`config.mk`:
```
export PLATFORM = sky130hd
export DESIGN_NAME = mem_arbiter
export DESIGN_NICKNAME = d
export VERILOG_FILES = /design/src/rtl/mem_arbiter.sv
export SDC_FILE = /design/constraint.sdc
export NUM_CORES = 1
export LEC_CHECK = 0
export CORE_MARGIN = 5
export CORE_UTILIZATION = 35
export CTS_BUF_LIST = sky130_fd_sc_hd__clkbuf_2 sky130_fd_sc_hd__clkbuf_4 sky130_fd_sc_hd__clkbuf_8
export DETAILED_ROUTE_END_ITERATION = 8
export GPL_TIMING_DRIVEN = 0
export PLACE_DENSITY = 0.83
export SLEW_MARGIN = 20
export SYNTH_ARGS = -nofsm -noshare
export SYNTH_HDL_FRONTEND = slang
export SYNTH_SLANG_ARGS = --single-unit
export TNS_END_PERCENT = 20
```
`constraint.sdc`:
```
create_clock -name clk -period 2.3 [get_ports clk]
set_input_delay 0.46 -clock clk [delete_from_list [all_inputs] [get_ports clk]]
set_output_delay 0.46 -clock clk [all_outputs]
set_load 0.1 [all_outputs]
```
`src/rtl/mem_arbiter.sv`:
```
// Two-requester round-robin arbiter for one ram data port, one op in flight.
// Optional MEM_ARB_LOCK_EN: per-requester lock giving exclusive back-to-back access.
module mem_arbiter #(
  parameter int ADDR_W = 14
) (
  input  logic              clk,
  input  logic              resetn,
  input  logic              m0_req,
  input  logic [ADDR_W-1:0] m0_addr,
  input  logic [31:0]       m0_wdata,
  input  logic [1:0]        m0_wsize,
`ifdef MEM_ARB_LOCK_EN
  input  logic              m0_lock,
  input  logic              m1_lock,
`endif
  input  logic              m1_req,
  input  logic [ADDR_W-1:0] m1_addr,
  input  logic [31:0]       m1_wdata,
  input  logic [1:0]        m1_wsize,
  output logic              m0_gnt,
  output logic              m1_gnt,
  output logic              m0_rvalid,
  output logic              m1_rvalid,
  output logic [31:0]       rdata,
  output logic [ADDR_W-1:0] d_addr,
  output logic [31:0]       dw_data,
  output logic [1:0]        dw_size,
  input  logic [31:0]       d_data
);

  typedef enum logic [1:0] {
    IDLE  = 2'd0,
    ISSUE = 2'd1,
    RESP  = 2'd2
  } state_e;

  state_e            state_q, state_d;
  logic              owner_q, owner_d;
  logic              last_q, last_d;
  logic [ADDR_W-1:0] addr_q, addr_d;
  logic [31:0]       data_q, data_d;
  logic [1:0]        size_q, size_d;

  logic elig0, elig1;
  logic win, take;

`ifdef MEM_ARB_LOCK_EN
  logic lk_v_q, lk_v_d;
  logic lk_id_q, lk_id_d;
  logic win_lock;

  // While locked only the owner may compete.
  assign elig0 = m0_req & (~lk_v_q | ~lk_id_q);
  assign elig1 = m1_req & (~lk_v_q |  lk_id_q);
  assign win_lock = win ? m1_lock : m0_lock;
`else
  assign elig0 = m0_req;
  assign elig1 = m1_req;
`endif

  assign take = (state_q == IDLE) & (elig0 | elig1);
  assign win  = (elig0 & elig1) ? ~last_q : elig1;

  always_ff @(posedge clk or negedge resetn) begin
    if (!resetn) begin
      state_q <= IDLE;
    end else begin
      state_q <= state_d;
    end
  end

  always_comb begin
    state_d = state_q;
    unique case (state_q)
      IDLE:    if (take) state_d = ISSUE;
      ISSUE:   state_d = RESP;
      RESP:    state_d = IDLE;
      default: state_d = IDLE;
    endcase
  end

  always_comb begin
    m0_gnt    = 1'b0;
    m1_gnt    = 1'b0;
    m0_rvalid = 1'b0;
    m1_rvalid = 1'b0;
    unique case (1'b1)
      (state_q == ISSUE): begin
        m0_gnt = ~owner_q;
        m1_gnt =  owner_q;
      end
      (state_q == RESP): begin
        m0_rvalid = ~owner_q;
        m1_rvalid =  owner_q;
      end
      default: ;
    endcase
  end

  always_comb begin
    owner_d = owner_q;
    last_d  = last_q;
    addr_d  = addr_q;
    data_d  = data_q;
    size_d  = size_q;
    if (take) begin
      owner_d = win;
      last_d  = win;
      addr_d  = win ? m1_addr  : m0_addr;
      data_d  = win ? m1_wdata : m0_wdata;
      size_d  = win ? m1_wsize : m0_wsize;
    end
    // Store enable lives for the ISSUE cycle only.
    if (state_q == ISSUE) size_d = 2'b00;
  end

  always_ff @(posedge clk or negedge resetn) begin
    if (!resetn) begin
      owner_q <= 1'b0;
      last_q  <= 1'b1;
      addr_q  <= '0;
      data_q  <= '0;
      size_q  <= 2'b00;
    end else begin
      owner_q <= owner_d;
      last_q  <= last_d;
      addr_q  <= addr_d;
      data_q  <= data_d;
      size_q  <= size_d;
    end
  end

`ifdef MEM_ARB_LOCK_EN
  always_comb begin
    lk_v_d  = lk_v_q;
    lk_id_d = lk_id_q;
    if (take) begin
      lk_v_d  = win_lock;
      lk_id_d = win;
    end
  end

  always_ff @(posedge clk or negedge resetn) begin
    if (!resetn) begin
      lk_v_q  <= 1'b0;
      lk_id_q <= 1'b0;
    end else begin
      lk_v_q  <= lk_v_d;
      lk_id_q <= lk_id_d;
    end
  end
`endif

  assign rdata   = d_data;
  assign d_addr  = addr_q;
  assign dw_data = data_q;
  assign dw_size = size_q;

endmodule
```
After elaboration in Yosys (flattened, before gate mapping)

Index checks and enable logic that the tools add are counted.
Widths: inputs -> output; s select.

Register bits: 52
Bits in latches: 0
Bits in writable memories: 0
ROM bits: 0
Output and inout port bits: 84
Memories kept: 0

$add $sub $neg: 0
Multiply operators: 0
Divide/modulo/power cells: 0
Order comparisons: 0
Equal/unequal tests: 3
Shifts and indexed selects: 0
Muxes and demuxes: 12
Bitwise gates (word level): 5
Reductions and logical operators: 2

Operator list:

| kind               | number |
|---|---|
| $mux 32            | 1 |
| $mux 14            | 1 |
| $mux 2             | 4 |
| $mux 1             | 5 |
| $pmux 2 s2         | 1 |
| $and 1x1->1        | 2 |
| $eq 2x1->1 const B | 1 |
| $eq 2x2->1 const B | 1 |
| $logic_not 2->1    | 1 |
| $ne 2x2->1 const B | 1 |
| $not 1->1          | 2 |
| $reduce_bool 2->1  | 1 |
| $or 1x1->1         | 1 |

Longest topological paths before layout

Gate-level depths: netlist of the first run.

Depth after elaboration: 5
Mapped depth: 5
Mapped depth without buffers: 3

Worst setup path after synthesis of the first run

OpenSTA, ideal clock, no wires.

Path type: reg-to-output
From: register state_q[0]
To: output port m0_rvalid
Arrival time: 2.625 ns
Path slack: -0.785 ns
Cell stages (with the launch flop): 2
Path through: dfrtp_1 > nor3b_1

Longest elaborated chain between the ends: 2

Ends and longest elaborated chain:

| item                   | RTL line | source |
|---|---|---|
| from (decl)            | 37       | `state_e state_q, state_d;` |
| from (signal assigned) | 68       | `state_q <= state_d;` |
| $eq 2x2->1             | 92       | `(state_q == RESP): begin` |
| $mux 1                 | 87       | `unique case (1'b1)` |
| to (decl)              | 22       | `output logic m0_rvalid,` |

No other way between the ends.

Final worst setup path of the first run

From: register data_q[6], in the netlist dw_data[6]
To: output port dw_data[6]

RTL lines:

| item                   | RTL line | source |
|---|---|---|
| from (decl)            | 41       | `logic [31:0] data_q, data_d;` |
| from (signal assigned) | 128      | `data_q <= data_d;` |
| to (decl)              | 26       | `output logic [31:0] dw_data,` |

No word-level cell between the ends.

==> results summary, run 1 <==
After clock tree synthesis, the clock-pin slew on the worst setup and hold paths is 100 ps. The total grt overflow is 0. The number of buffers on the longest clock path came out at 2. STA classifies the critical path endpoint as an output pin. The global-route wire length before repair came out at about 13000 um. The achievable clock frequency is 445 MHz. The final critical-path share of the clock period is 97.8%.

STA classifies the critical path startpoint as a flop. The standard-cell row count is 32. The final RePlAce weighted congestion is 0.722.

The slew at the pin closest to its max-slew limit came out at ~1000 ps. The number of warning messages in the yosys log is 0. The routed wire length came out at 8220 um.

The cell at the slowest stage of the critical path is sky130_fd_sc_hd__clkdlybuf4s50_1. The HPWL reported at the end of detailed placement is 6810 um. Traced cell by cell, the critical path runs through clkdlybuf4s50_1. The number of setup buffers added after CTS is 0.

In the layout the commonest cells are sky130_fd_sc_hd__clkdlybuf4s50_1 (138), sky130_fd_sc_hd__mux2_2 (78), sky130_fd_sc_hd__dfrtp_1 (51). Setup repair after global routing left no endpoint under its margin. The first TritonRoute pass finished after 4 iterations.

From synthesis to final layout, the design area changed by 76.7%. The root buffer cell chosen for the clock tree is sky130_fd_sc_hd__clkbuf_8. The area after detailed placement came out at ~4800 um^2. After synthesis, the share of cell area in mux cells is approximately two fifths. The xor and xnor fraction of the mapped netlist area came out at 0%.

Synthesis handed over a netlist of a little over 200 instances. The sequential share of the synthesized area is 46.1%. In this run, the number of DRC markers left after iteration 0 of detailed routing was 26. The delay contributed by the slowest stage of the critical path came out at about 1200 ps. The initial antenna violation count was 0.

Port buffering added about 180 buffers. Clock tree synthesis found a total of 52 sinks. The worst setup path category is reg -> out. The max-cap violation count is 0. The filler cell count in the final layout is 611. The relative max-transition margin came out at 33.2%. The largest net degree at the start of global routing is 53.

The adder-cell share of the synthesized area is 0%. By area, the combinational part of the netlist is dominated by multiplexers. The final period demand of the worst path came out at 2250 ps. The number of DRC violations after detailed routing came out at 0. The synthesized netlist devotes 1.33% of its cell area to compound gates. The total I/O pin count came out at 216. Detailed routing inserted a total of 2267 vias. The number of pins exceeding their max-slew limit in the final report came out at 0.

The post-synthesis sequential element count came out at 52. The family with the most delay on the worst path is buffers and inverters. In the final layout, flip-flops and latches occupy around 1300 um^2.

The clock buffer count from CTS is 5. The number of buffers and inverters on the critical path came out at 1. The number of global-route vias before repair came out at 2567.

The via count normalized by instance count came out at 4.54. The number of H-tree levels is 2. The final antenna diode count is 0.

The number of hold buffers added after cts is 0. The mean post-synth cell area came out at 13.7 um^2. The simple logic cell fraction of the synthesized area came out at 1.42%. The synthesized netlist occupies a cell area of 2820 um^2.

Leaving out fill and tap cells, the most frequent cell in the layout is sky130_fd_sc_hd__clkdlybuf4s50_1. The netlist uses 19 different library cells. The worst hold path belongs to the class in -> async. Measured along the x axis, the die boundary spans 99.8 um. Synthesis produced a netlist with a net count of 338.

The die is 99.8 um tall. In the final layout, the multi-input gates occupy 1210 um^2. Along the worst path, the maximum fanout reaches 2. The data required time of the worst path came out at 1840 ps. The arrival time at the worst endpoint is roughly 1800 ps. The final count of hold timing violations is 0. The clock tree from TritonCTS is built.

The floorplan step defined a die boundary enclosing 9960 um^2. The final layout net count came out at approximately 530. The core outline area is 7810 um^2. The initial utilization of the core area, before any placement, comes to 36.2%. The run finished with clean final reports. For the worst-skew pair, the clock arrives at the later sink with an insertion delay of approximately 300 ps. The antenna violation net count after detailed routing came out at 0.

The post-route cell area is 4990 um^2. The total global routing track utilization is between 15 and 20%. The post-route clock skew is 9.35 ps. Adding up every negative setup slack in the final design gives 0 ps. The share of cells above drive strength 1 is 37.5%.

Setup violations remaining at the end of the flow were counted as 0. The average wire length per cell after detail routing came out at 16.5 um.
==> path summary, 6_finish.rpt <==
path	start	endpoint	slack [ps]	depth (start not counted)
min reg2reg	dw_data[5]	dw_data[5]	510	1
min in group clk	dw_data[5]	dw_data[5]	510	1
max reg2reg	state_q[0]	d_addr[12]	480	5
max in group asynchronous	resetn	dw_data[8]	1670	1
max	dw_data[6]	dw_data[6]	50	1
min	resetn	dw_data[27]	180	1
==> cell type report <==
class | count | area share (%)
clock inverter | 3 | 0.853
timing repair buffer | 183 | 38.6
tap | 102 | 2.56
sequential | 52 | 26.1
inverter | 2 | 0.150
buffer | 43 | 6.14
multi-input combinational | 109 | 24.2
clock buffer | 5 | 1.38
==> routing by layer <==
metal / global-route usage [%] / vias up / wire [um]
li1: - / 1062 / -
met1: 16.3 / 1096 / 2830
met2: 30.9 / 107 / 4550
met3: 6.60 / 2 / 827
met4: 1.89 / 0 / 10
met5: 0 / - / 0
==> state kept, by name (all words and copies together) (netlist names) <==
signal   flops
d_addr      14
dw_data     32
dw_size      2
last_q       1
owner_q      1
state_q      2
==> cells by family after synthesis <==
group | after synthesis
buffers and inverters | 45
AOI/OAI and AO/OA | 5
muxes | 96
and+or+nand+nor | 8
DFF | 52
==> Yosys cell counts (all sizes together) <==
cell    number  area share, %
nand2b       1           0.22
a21oi        1           0.18
nor2         3           0.40
o21a         1           0.27
nand2        2           0.27
a31oi        1           0.22
mux2        92             39
clkbuf       1           0.13
dfrtp       51             45
mux2i        4            1.4
buf         42             11
dfstp        1           0.93
inv          2           0.27
a21bo        1           0.35
o32ai        1           0.31
nor3b        2           0.53
==> through the flow <==
stage               cells  hold slack (ps)  utilization [%]  setup slack (ps)
floorplan             206              164                -              -785
global route          499              224             63.9             0.580
CTS                   499              202             62.7              5.57
finish                499              178             63.9              51.4
detailed placement    491              494             61.2             -28.2
global placement      491              489             61.3              -826
==> repair_timing <==
item / CTS / global route
gates resized for setup: 16 / 38
cloned: 0 / 0
setup endpoints to repair: 6 / 38
Power of run 1 is not shown: default switching activity piles up to over one toggle a cycle in this logic, so the estimate is an artifact.
==> inputs of run 2 (changes only) <==
==> constraint.sdc (replaced) <==
create_clock -name clk -period 2.3 [get_ports clk]
set_input_delay 0.345 -clock clk [delete_from_list [all_inputs] [get_ports clk]]
set_output_delay 0.345 -clock clk [all_outputs]
set_load 0.1 [all_outputs]
==> run 2 against run 1 <==
Compared with the run above:
- die area did not move
- sequential cell count is the same
- via count is the same
- sequential share of layout area increased by 0.61 points
- register-to-register slack barely moved
- fmax grew 2.7%
- final cell count is the same
- first-iteration DRC count shrank 7.7%
- critical path type unchanged
- largest cell class unchanged
==> results summary, run 2 (synthesized netlist as in run 1, its figures left out) <==
The height of the die is 99.8 um (unchanged). The total of endpoints with negative setup slack in the final report is 0 (unchanged). The via count came out at 2267 (unchanged).

The class of the worst hold path is in -> async. The placed instance count came to 491 (unchanged). The depth of the most critical reg-to-reg path is 5 (unchanged). The area growth from synthesis to layout is 72.7%.

The run finished with clean final reports. The worst setup path is captured at an output pin. The total global routing track utilization came out at 15.9% (-0.029 points). The number of flip-flops in the largest register came out at 32 (unchanged). The routed wire length is 8110 um (-1.4%). The core outline area is 7810 um^2 (unchanged). The post-route clock skew came out at 11.0 ps (+1.70 ps). The share of cells above drive strength 1 came to 37.3% (-0.25 points). The arrival time at the worst endpoint came out at 1850 ps (+60 ps).

The initial cell density of the core came out at 36.2% (unchanged). The data required time of the worst path came out at 1960 ps (+120 ps). The relative max-transition margin was 32.8% (-0.41 points). The met1 track demand over resource came to 16.2% (-0.044 points). The final count of hold timing violations came out at 0 (unchanged).

The achievable clock frequency is 457 MHz (+2.7%). The delay contributed by the slowest stage of the critical path is 900 ps (-250 ps). The number of buffers on the longest clock path is 2 (unchanged).

The largest fanout of any net on the critical path came out at 5 (+3). The global-route wire length before repair is 12600 um (-0.28%). The area occupied by registers came to 1300 um^2 (unchanged). The number of H-tree levels is 2 (unchanged).

The number of DRC violations after detailed routing came out at 0 (unchanged). The number of pins exceeding their max-slew limit in the final report was 0 (unchanged). The global-route met2 utilization was 30.9% (-0.051 points). The width of the die came out at 99.8 um (unchanged). The CTS sink count is 52 (unchanged). The largest net degree at the start of global routing is 53 (unchanged).

The final RePlAce weighted congestion was 0.722 (unchanged). The slew at the pin closest to its max-slew limit is 1000 ps (+4.63 ps). The final layout net count came out at 528 (unchanged). The HPWL reported at the end of detailed placement came to 6810 um (unchanged).

In this run the critical register-to-register path is launched from state_q[0]. The worst-case register-to-register setup slack is 490 ps (about the same). The antenna violation net count after detailed routing came out at 0 (unchanged). The standard-cell row count came to 32 (unchanged). The number of global-route vias before repair is 2559 (-0.31%). The total grt overflow is 0 (unchanged). Setup repair after global routing left no endpoint under its margin. The average wire length per cell after detail routing was 16.2 um (-1.4%). The library cells used most frequently in the layout, excluding fill and tap cells, are sky130_fd_sc_hd__clkdlybuf4s50_1 (178), sky130_fd_sc_hd__mux2_2 (78), sky130_fd_sc_hd__dfrtp_1 (51). The number of violations reported at the end of detailed-routing iteration 0 came out at 24 (-7.7%). The clock insertion delay at the later pin of the skew report is 300 ps (about the same).

The count of port buffers added during placement was 183 (unchanged). The layer flagged by global routing as most heavily used is met2. The worst setup path is of the reg -> out kind. The endpoint identified for the worst register-to-register timing path is d_addr[12]. The met3 global-route usage came out at 6.60% (unchanged). The count of placed standard cells in the final layout, fillers left out was 499 (unchanged). The worst setup path is launched from a flop. The filler cell count in the final layout was 630 (+3.1%). The total I/O pin count is 216 (unchanged).

The via count normalized by instance count came out at 4.54 (unchanged). The first-pass iteration count of the detailed router came out at 3 (-1). TritonCTS built the clock tree.

The post-CTS setup repair buffer count is 0 (unchanged). The max-cap violation count is 0 (unchanged). The cell at the slowest stage of the critical path is sky130_fd_sc_hd__dlygate4sd2_1. The commonest non-fill, non-tap cell in the layout is sky130_fd_sc_hd__clkdlybuf4s50_1. The total die area is 9960 um^2 (unchanged). The final critical-path share of the clock period was 95.2% (-2.5 points). The final period demand of the worst path is 2190 ps (-58.3 ps). Traced cell by cell, the critical path runs through nor3b_1 -> dlygate4sd2_1. The clock-pin transition on the worst setup and hold timing paths came out at 100 ps (about the same). The clock buffer count from CTS is 5 (unchanged).

The final antenna diode count is 0 (unchanged). The number of hold buffers added after cts came to 0 (unchanged). The total area of multi-input combinational cells came to 1210 um^2 (unchanged). The initial antenna violation count is 0 (unchanged).

The tree is rooted in a sky130_fd_sc_hd__clkbuf_8.
==> run 2: cell count changes in the layout (fill, tap and decap cells not counted), sizes merged <==
| cell | delta |
|---|---|
| clkdlybuf4s50 | +40 |
| dlymetal6s2s | -38 |
| clkdlybuf4s15 | -4 |
| clkbuf | +3 |
| dlygate4sd2 | -1 |
==> run 2: worst max-delay path, delay by kind of cell (launching register included) <==
kind                   cells  cell delay [ps]
buffers and inverters      1              900
DFF                        1              440
and+or+nand+nor            1              200
==> run 2: layer usage <==
metal  vias up  part of all wire, %
met5         -                    0
met4         0                 0.12
met3         2                   10
met2       105                   56
met1      1097                   34
li1       1063                    -
==> run 2: timing repair <==
item,CTS,global route
setup endpoints to repair,4,3
gates resized for setup,4,7
pin swaps,0,0
==> run 2: how the worst max path moves through the flow <==
| stage | end | slack [ps] | from |
|---|---|---|---|
| final | m0_rvalid | 110 | state_q[0] |
| after global routing | m0_rvalid | 20 | state_q[0] |
| after CTS | m0_gnt | 7 | state_q[1] |
| after detailed placement | m0_gnt | 90 | state_q[1] |
| after global placement | dw_data[15] | -710 | resetn |
| after floorplan | m0_rvalid | -670 | state_q[0] |
==> run 2: final cells by class <==
class,instances,share of cell area [%]
plain buffers,43,6.29
clock buffers,5,1.41
clock inverters,3,0.873
inverters,2,0.154
multi-input cells,109,24.7
flip-flops and latches,52,26.7
well taps,102,2.62
repair buffers,183,37.2
==> run 2: metrics by stage <==
step	setup TNS (ps)	hold slack, ps	setup WS [ps]	area (um^2)	utilization, %
2_1_floorplan	-1330	49.4	-670	2820	-
3_3_place_gp	-36240	489	-711	4780	61.3
3_5_place_dp	0	421	86.8	4780	61.2
4_1_cts	0	87.5	6.98	4890	62.6
5_1_grt	0	109	24.6	4870	62.4
6_report	0	60.3	110	4870	62.4
Power of run 2 is left out for the same reason.
==> inputs of run 3 (changes only) <==
CORE_ASPECT_RATIO = 1.25   (was not set)
==> run 3 against run 2 <==
Compared with the run above:
- sequential cell count did not move
- clock-buffer cell count did not move
- register-to-register slack hardly changed
- via count grew 0.93%
- non-clock buffer count unchanged
- critical endpoint is now m1_rvalid
- utilization down 0.72 points
- cell area decreased by 0.77%
- largest cell class unchanged
- clock skew down 2.2 ps
- routed wire length is 3.0% lower
==> results summary, run 3 (synthesized netlist as in run 1, its figures left out) <==
The area after detailed placement is 4770 um^2 (-0.18%). The cell at the slowest stage of the critical path is sky130_fd_sc_hd__clkdlybuf4s15_1. The class of the worst hold path is in -> async. The CTS sink count is 52 (unchanged). In the layout the commonest cells are sky130_fd_sc_hd__clkdlybuf4s50_1 (178), sky130_fd_sc_hd__mux2_2 (78), sky130_fd_sc_hd__dfrtp_1 (51). The startpoint of the most critical register-to-register path is state_q[0]. The critical path in this run is classified as reg -> out. The total global routing track utilization came out at 15.4% (-0.56 points).

The library cell used most frequently in the layout, excluding fill and tap cells, is sky130_fd_sc_hd__clkdlybuf4s50_1. The clock-pin transition on the worst setup and hold timing paths is 90 ps (about the same). The number of hold buffers added after cts came out at 0 (unchanged). The share of cells above drive strength 1 came out at 37.1% (-0.16 points). The final count of hold timing violations is 0 (unchanged). The largest net degree at the start of global routing came out at 53 (unchanged).

The total of endpoints with negative setup slack in the final report is 0 (unchanged). The number of global-route vias before repair is 2527 (-1.3%). The initial cell density of the core is 36.0% (-0.14 points). The final period demand of the worst path came out at 2180 ps (-6.77 ps).

The count of instances resized after the clock tree is built is 4 (unchanged). The data required time of the worst path is 1960 ps (about the same). The clock tree from TritonCTS is built. The HPWL reported at the end of detailed placement was 6600 um (-3.2%).

The via count is 2288 (+0.93%). The placed instance count was 484 (-1.4%). The slew at the pin closest to its max-slew limit is 1020 ps (+10.9 ps). The width of the die came to 90.3 um (-9.5%). The final layout net count is 528 (unchanged). Tracing the worst setup path back leads to its startpoint at owner_q. The final critical-path share of the clock period came out at 94.9% (-0.29 points). The post-route cell area was 4840 um^2 (-0.77%). The number of DRC violations after detailed routing was 0 (unchanged). The routed wire length came out at 7870 um (-3.0%). The number of pins exceeding their max-slew limit in the final report is 0 (unchanged).

The kind of cell with the highest combined delay along the critical path is buffers and inverters. The total grt overflow is 0 (unchanged). The post-route clock skew is 8.86 ps (-2.18 ps).

The final antenna diode count came to 0 (unchanged). The area overhead of the layout relative to synthesis is 71.4%. The largest fanout of any net on the critical path is 3 (-2). The core outline area was 7840 um^2 (+0.38%). The first-pass iteration count of the detailed router came out at 4 (+1). The delay contributed by the slowest stage of the critical path is 870 ps (-30 ps). The total area of multi-input combinational cells came out at 1210 um^2 (unchanged). The clock buffer count from CTS is 5 (unchanged). The arrival time at the worst endpoint came out at 1840 ps (about the same). The standard-cell row count is 36 (+13%). The total die area came out at 9970 um^2 (+0.11%). The number of H-tree levels is 2 (unchanged). The clock tree root driver cell is sky130_fd_sc_hd__clkbuf_8.

The final RePlAce weighted congestion came out at 0.767 (+6.2%). The number of flip-flops in the largest register was 32 (unchanged). The achievable clock frequency came to 458 MHz (+0.31%). The max-cap violation count is 0 (unchanged). The average wire length per cell after detail routing came out at 16.0 um (-1.4%).

The count of placed standard cells in the final layout, fillers left out is 491 (-1.6%). The number of logic stages on the critical path including buffering is 3 (+1). The number of violations reported at the end of detailed-routing iteration 0 is 30 (+25%).

The initial antenna violation count came out at 0 (unchanged). The clock insertion delay at the later pin of the skew report is 290 ps (about the same). The number of buffers on the longest clock path came out at 2 (unchanged).

The count of port buffers added during placement was 183 (unchanged). In this run the critical register-to-register path is captured at d_addr[12]. The run finished with clean final reports. The post-CTS setup repair buffer count came out at 0 (unchanged). The worst-case register-to-register setup slack is 490 ps (about the same). STA classifies the critical path endpoint as an output pin. The antenna violation net count after detailed routing is 0 (unchanged). The signal on the critical path passes through inv_1 -> nor3b_1 -> clkdlybuf4s15_1.

Setup repair after global routing left no endpoint under its margin. The total I/O pin count came out at 216 (unchanged). The filler cell count in the final layout came out at 654 (+3.8%). The global-route wire length before repair came to 12600 um (-0.32%).

The number of buffers and inverters on the critical path came to 2 (+1). The relative max-transition margin is 32.1% (-0.73 points). The worst setup path is launched from a flop. The height of the die came out at 110 um (+11%).

The area occupied by registers came out at 1300 um^2 (unchanged). Following the worst setup path forward leads to its endpoint at m1_rvalid. The depth of the most critical reg-to-reg path is 5 (unchanged). The via count normalized by instance count came out at 4.66 (+2.6%).
run 3: metal layers:
layer | vias up | track usage, % | wire [um]
li1 | 1062 | - | -
met1 | 1092 | 15.5 | 2640
met2 | 126 | 29.0 | 4300
met3 | 8 | 6.46 | 850
met4 | 0 | 3.08 | 82
met5 | - | 0 | 0
run 3: worst min path at each step:
| stage | startpoint | to | slack [ps] | cells past startpoint |
|---|---|---|---|---|
| 2_1_floorplan | resetn | d_addr[0] | 50 | 0 |
| 6_report | resetn | dw_data[30] | 60 | 1 |
| 5_1_grt | resetn | dw_data[30] | 120 | 1 |
| 3_5_place_dp | resetn | dw_data[30] | 420 | 1 |
| 4_1_cts | resetn | dw_data[30] | 80 | 1 |
| 3_3_place_gp | d_addr[6] | d_addr[6] | 490 | 1 |
run 3: final cells by class:
class / count / area share, %
Timing Repair Buffer: 183 / 37.5
Multi-Input combinational cell: 109 / 24.9
Clock inverter: 2 / 0.259
Clock buffer: 5 / 1.42
Inverter: 2 / 0.155
Tap cell: 95 / 2.46
Buffer: 43 / 6.34
Sequential cell: 52 / 26.9
run 3: worst register-to-register path: stages (launching register included):
cell and delay, ps:
sky130_fd_sc_hd__dfrtp_1 440, sky130_fd_sc_hd__nor2_1 210, sky130_fd_sc_hd__o21a_1 150, sky130_fd_sc_hd__clkbuf_1 210
sky130_fd_sc_hd__buf_2 310, sky130_fd_sc_hd__mux2_2 380
run 3: metrics by stage:
step                      util, %  setup slack (ps)  hold slack [ps]  TNS (ps)
final                        61.7               116             59.3         0
after global routing         61.7              13.0              116         0
after CTS                    61.8              19.9             84.3         0
after detailed placement     60.9              86.0              419         0
after global placement       60.9              -662              490    -33630
after floorplan                 -              -670             49.4     -1330
Power of run 3 is left out for the same reason.
